==> config.mk <==
export PLATFORM = sky130hd
export DESIGN_NAME = uart_tx_ctrl
export DESIGN_NICKNAME = d
export VERILOG_FILES = /design/src/rtl/uart_tx_ctrl.sv
export SDC_FILE = /design/constraint.sdc
export NUM_CORES = 1
export LEC_CHECK = 0
export CORE_MARGIN = 5
export CORE_UTILIZATION = 35
export CTS_BUF_LIST = sky130_fd_sc_hd__clkbuf_4 sky130_fd_sc_hd__clkbuf_8
export CTS_CLUSTER_DIAMETER = 60
export DETAILED_ROUTE_END_ITERATION = 8
export PLACE_DENSITY_LB_ADDON = 0.25
export SLEW_MARGIN = 10
export SYNTH_ARGS = -nofsm -noshare
export SYNTH_HDL_FRONTEND = slang
export SYNTH_SLANG_ARGS = --single-unit
export TNS_END_PERCENT = 30
==> constraint.sdc <==
create_clock -name CLK -period 1.5 [get_ports CLK]
set_clock_uncertainty 0.15 [all_clocks]
set_input_delay 0.225 -clock CLK [delete_from_list [all_inputs] [get_ports CLK]]
set_output_delay 0.225 -clock CLK [all_outputs]
set_load 0.05 [all_outputs]
==> src/rtl/uart_tx_ctrl.sv <==
// -----------------------------------------------------------------------------
// uart_tx_ctrl
//
// Frame sequencer for the UART transmitter. A parallel word is accepted through
// a valid/ack handshake, latched, handed to the external parity calculator, and
// serialised onto the line as:
//   start(0), data bits LSB first, optional parity, STOP_BITS stop bits(1).
// CLK is the transmit bit clock, so every bit occupies exactly one CLK cycle.
//
// Parameters
//   DATA_WIDTH  width of the parallel word (5..9)
//   STOP_BITS   stop-bit cycles per frame (1 or 2)
//
// Ports
//   CLK          in   transmit bit clock
//   RST          in   asynchronous reset, active low
//   P_DATA       in   parallel word offered for transmission
//   DATA_VALID   in   P_DATA is offered this cycle
//   PAR_EN       in   include a parity bit (sampled on accept)
//   DATA_ACK     out  word accepted on the coming edge (combinational)
//   par_calc_en  out  parity calculator enable, high during the start bit
//   P_DATA_LAT   out  latched word feeding the parity calculator
//   par_bit      in   parity bit from the parity calculator
//   TX_OUT       out  serial line, idle high
//   Busy         out  a frame is in progress
// -----------------------------------------------------------------------------
module uart_tx_ctrl #(
    parameter int DATA_WIDTH = 8,
    parameter int STOP_BITS  = 1
) (
    input  logic                  CLK,
    input  logic                  RST,
    input  logic [DATA_WIDTH-1:0] P_DATA,
    input  logic                  DATA_VALID,
    input  logic                  PAR_EN,
    output logic                  DATA_ACK,
    output logic                  par_calc_en,
    output logic [DATA_WIDTH-1:0] P_DATA_LAT,
    input  logic                  par_bit,
    output logic                  TX_OUT,
    output logic                  Busy
);

    localparam int               CNT_W     = $clog2(DATA_WIDTH);
    localparam logic [CNT_W-1:0] LAST_BIT  = CNT_W'(DATA_WIDTH - 1);
    localparam logic             LAST_STOP = 1'(STOP_BITS - 1);

    typedef enum logic [2:0] {
        IDLE   = 3'd0,
        START  = 3'd1,
        DATA   = 3'd2,
        PARITY = 3'd3,
        STOP   = 3'd4
    } state_t;

    state_t                state;
    logic [DATA_WIDTH-1:0] shift_reg;
    logic [CNT_W-1:0]      bit_cnt;
    logic                  stop_cnt;
    logic                  par_en_lat;
    logic                  last_stop;
    logic                  accept;

    // A new word may be taken while idle, or on the final stop cycle so that
    // back-to-back frames run without an idle gap.
    assign last_stop = (state == STOP) && (stop_cnt == LAST_STOP);
    assign accept    = DATA_VALID && ((state == IDLE) || last_stop);

    // Held low while reset is asserted so no handshake is reported then.
    assign DATA_ACK  = RST && accept;

    assign Busy        = (state != IDLE);
    assign par_calc_en = (state == START);

    always_ff @(posedge CLK or negedge RST) begin
        if (!RST) begin
            state      <= IDLE;
            shift_reg  <= '0;
            P_DATA_LAT <= '0;
            bit_cnt    <= '0;
            stop_cnt   <= 1'b0;
            par_en_lat <= 1'b0;
        end else begin
            case (state)
                IDLE: begin
                    if (accept) begin
                        P_DATA_LAT <= P_DATA;
                        shift_reg  <= P_DATA;
                        par_en_lat <= PAR_EN;
                        state      <= START;
                    end
                end

                START: begin
                    bit_cnt <= '0;
                    state   <= DATA;
                end

                DATA: begin
                    shift_reg <= shift_reg >> 1;
                    bit_cnt   <= bit_cnt + 1'b1;
                    if (bit_cnt == LAST_BIT) begin
                        stop_cnt <= 1'b0;
                        state    <= par_en_lat ? PARITY : STOP;
                    end
                end

                PARITY: begin
                    stop_cnt <= 1'b0;
                    state    <= STOP;
                end

                STOP: begin
                    if (last_stop) begin
                        if (accept) begin
                            P_DATA_LAT <= P_DATA;
                            shift_reg  <= P_DATA;
                            par_en_lat <= PAR_EN;
                            state      <= START;
                        end else begin
                            state <= IDLE;
                        end
                    end else begin
                        stop_cnt <= stop_cnt + 1'b1;
                    end
                end

                default: state <= IDLE;
            endcase
        end
    end

    // Line level is a pure decode of the state; an asynchronous reset forces
    // the state to IDLE and therefore the line high immediately. par_bit is
    // only looked at during PARITY.
    always_comb begin
        TX_OUT = 1'b1;
        case (state)
            IDLE:    TX_OUT = 1'b1;
            START:   TX_OUT = 1'b0;
            DATA:    TX_OUT = shift_reg[0];
            PARITY:  TX_OUT = par_bit;
            STOP:    TX_OUT = 1'b1;
            default: TX_OUT = 1'b1;
        endcase
    end

endmodule

==> results.json <==
{
  "outcome": "finished with violations",
  "violations": "negative setup slack",
  "drc": 0,
  "areaGrowthSynthToFinish_pct": 63.79,
  "worst_slack_ns": -0.2949,
  "cts.path.max_buffers": 2,
  "cp.arrival_ns": 1.42,
  "grt.overflow.total": 0,
  "peakVddDrop_v": 0.001097,
  "drt_pass1_iterations": 4,
  "die_h_um": 67.26,
  "drtIter0Drc": 35,
  "ys_seq_area_share_pct": 52.34,
  "ctsHoldBuffers": 0,
  "port_buffers": 24,
  "synth_area_um2": 1147,
  "tightest_slew_ns": 0.3003,
  "relSlewSlack_pct": 79.98,
  "initial_core_util_pct": 36.98,
  "required_ns": 1.12,
  "cp-end-kind": "output pin",
  "antenna_found_initial": 0,
  "synth.largest_area_cell": "dfrtp_1",
  "p_per_area_nw_per_um2": 2519,
  "min_period_over_period_pct": 119.7,
  "vias_per_cell": 4.842,
  "die_w_um": 67.26,
  "rows": 20,
  "ios": 25,
  "cts_made_buffers": 3,
  "n_antenna_cell": 0,
  "min_period_ns": 1.795,
  "avgSynthCellArea_um2": 12.34,
  "worst_path_dominant_cell_family": "flip-flops",
  "dieArea_um2": 4523,
  "critPathLaunchType": "register",
  "grt_pass1_vias": 941,
  "slowest_stage": "dfrtp_2",
  "synth_area_leaders": "dfrtp_1 (52%), mux2_2 (6.9%), o221a_2 (6.9%)",
  "maxCapViolCount": 0,
  "ys_types": 32,
  "gp_congestion": 0.7603,
  "place_hpwl_um": 1894,
  "grt_max_degree": 25,
  "fin_hold_ws_ns": 0.1398,
  "grt_setup_unrepaired": "yes",
  "cts-root-buf": "clkbuf_4",
  "ys_seq_elements": 24,
  "cp_max_fo": 6,
  "instances_no_fill": 190,
  "h-tree-depth": 1,
  "slew_violations": 0,
  "grt_pass1_wl_um": 4402,
  "nets": 162,
  "path_common_cell": "buf_6",
  "cts.sinks": 24,
  "clock.fmax_mhz": 557.1,
  "leakage_nw": 0.8378,
  "path_buf_inv": 3,
  "fp.coreArea_um2": 3103,
  "drt_wl_total_um": 2638,
  "drive_gt1_share_pct": 53.42,
  "yosys.area.top_type_share_pct": 52.34,
  "crit_path_max_incr_delay_ns": 0.50,
  "clkLatencyLatePin_ns": 0.33,
  "setup_viol": 24,
  "path_cells": "buf_6 -> buf_6 -> nor2_4 -> nand2_2 -> buf_12",
  "yosysWarnings": 0,
  "holdCritPathClass": "in -> async",
  "routedWlPerCell_um": 13.88,
  "worstSetupPathType": "reg -> out",
  "hold_violations": 0,
  "ant_nets": 0,
  "syn_inst": 93,
  "clk_pin_slew_ns": 0.14,
  "place_inst": 176,
  "cts_tree": "done",
  "syn_nets": 108,
  "vias": 920,
  "grt_use_total_pct": 12.74
}
[kinds of logic after synthesis]
| family | synth area share [%] |
|---|---|
| AOI/OAI and AO/OA | 18.43 |
| adders and majority gates | 2.181 |
| buffers and inverters | 4.470 |
| DFF | 52.34 |
| muxes | 9.488 |
| and+or+nand+nor | 13.09 |
[final cells by class]
cell class	instances	area, µm²
clock inverter	1	30.03
timing repair buffer	54	599.3
clock buffer	3	22.52
sequential	24	604.3
tap	44	55.05
fill	272	1224
inverter	4	15.01
multi-input combinational	60	553.0
[stage by stage]
stage,worst slack [ns],instance area (µm²),util (%),power [mW],setup TNS (ns)
3_3_place_gp,-0.09458,1689,54.44,3.863,-1.339
4_1_cts,-0.3177,1851,59.64,4.683,-3.414
3_5_place_dp,-0.1128,1689,54.44,3.920,-1.876
5_1_grt,-0.3732,1879,60.56,4.989,-6.911
6_report,-0.2949,1879,60.56,4.733,-4.691
2_1_floorplan,-0.1832,1179,-,2.723,-1.172
[cell usage after synthesis (all sizes together)]
cell	n
dfrtp	24
mux2	9
nand2b	8
o221a	7
nand2	6
o21ai	5
buf	4
inv	4
nor2	3
a21o	2
a22o	2
ha	2
nor3b	2
a211o	1
a211oi	1
a21boi	1
a21oi	1
a22oi	1
a31oi	1
a32o	1
and3	1
clkbuf	1
nand3	1
nand3b	1
nor2b	1
nor3	1
nor4b	1
o311a	1
[layer usage]
layer	part of all wire, %	global-route usage (%)	vias to the layer above
met5	0	0	-
met3	4.7	3.993	2
met4	0.42	1.519	0
li1	-	-	448
met1	44	16.27	453
met2	51	21.72	17
[layout by cell type, fill, tap and decap left out, types with 4 or more instances in the layout]
cell	instances
buf_12	11
buf_4	24
buf_6	7
clkdlybuf4s50_1	12
dfrtp_1	21
inv_1	4
mux2_2	7
nand2_1	4
nand2b_1	8
o221a_2	7
[final timing paths]
path	slack [ns]	start	cells after the start	to
max in group asynchronous	0.80	RST	2	state[2]$_DFFE_PN0P_
min reg2reg	0.38	bit_cnt[2]$_DFFE_PN0P_	1	bit_cnt[2]$_DFFE_PN0P_
max	-0.29	state[0]$_DFFE_PN0P_	5	Busy
max reg2reg	-0.22	state[1]$_DFFE_PN0P_	5	P_DATA_LAT[6]$_DFFE_PN0P_
min in group CLK	0.31	P_DATA[7]	3	P_DATA_LAT[7]$_DFFE_PN0P_
min	0.14	RST	2	P_DATA_LAT[2]$_DFFE_PN0P_
[power by group]
group | leakage (nW) | internal [mW] | total (mW) | switching (mW)
clock | 0.0279 | 0.271 | 0.474 | 0.204
sequential | 0.284 | 0.957 | 1.24 | 0.279
combinational | 0.526 | 1.67 | 3.02 | 1.35
[repair_timing]
| item | CTS | global route |
|---|---|---|
| gates resized for setup | 14 | 7 |
| pin swaps | 5 | 5 |
| buffers inserted | 8 | 2 |
| endpoints found under the setup margin | 22 | 27 |
(Power assumes the default switching activity.)
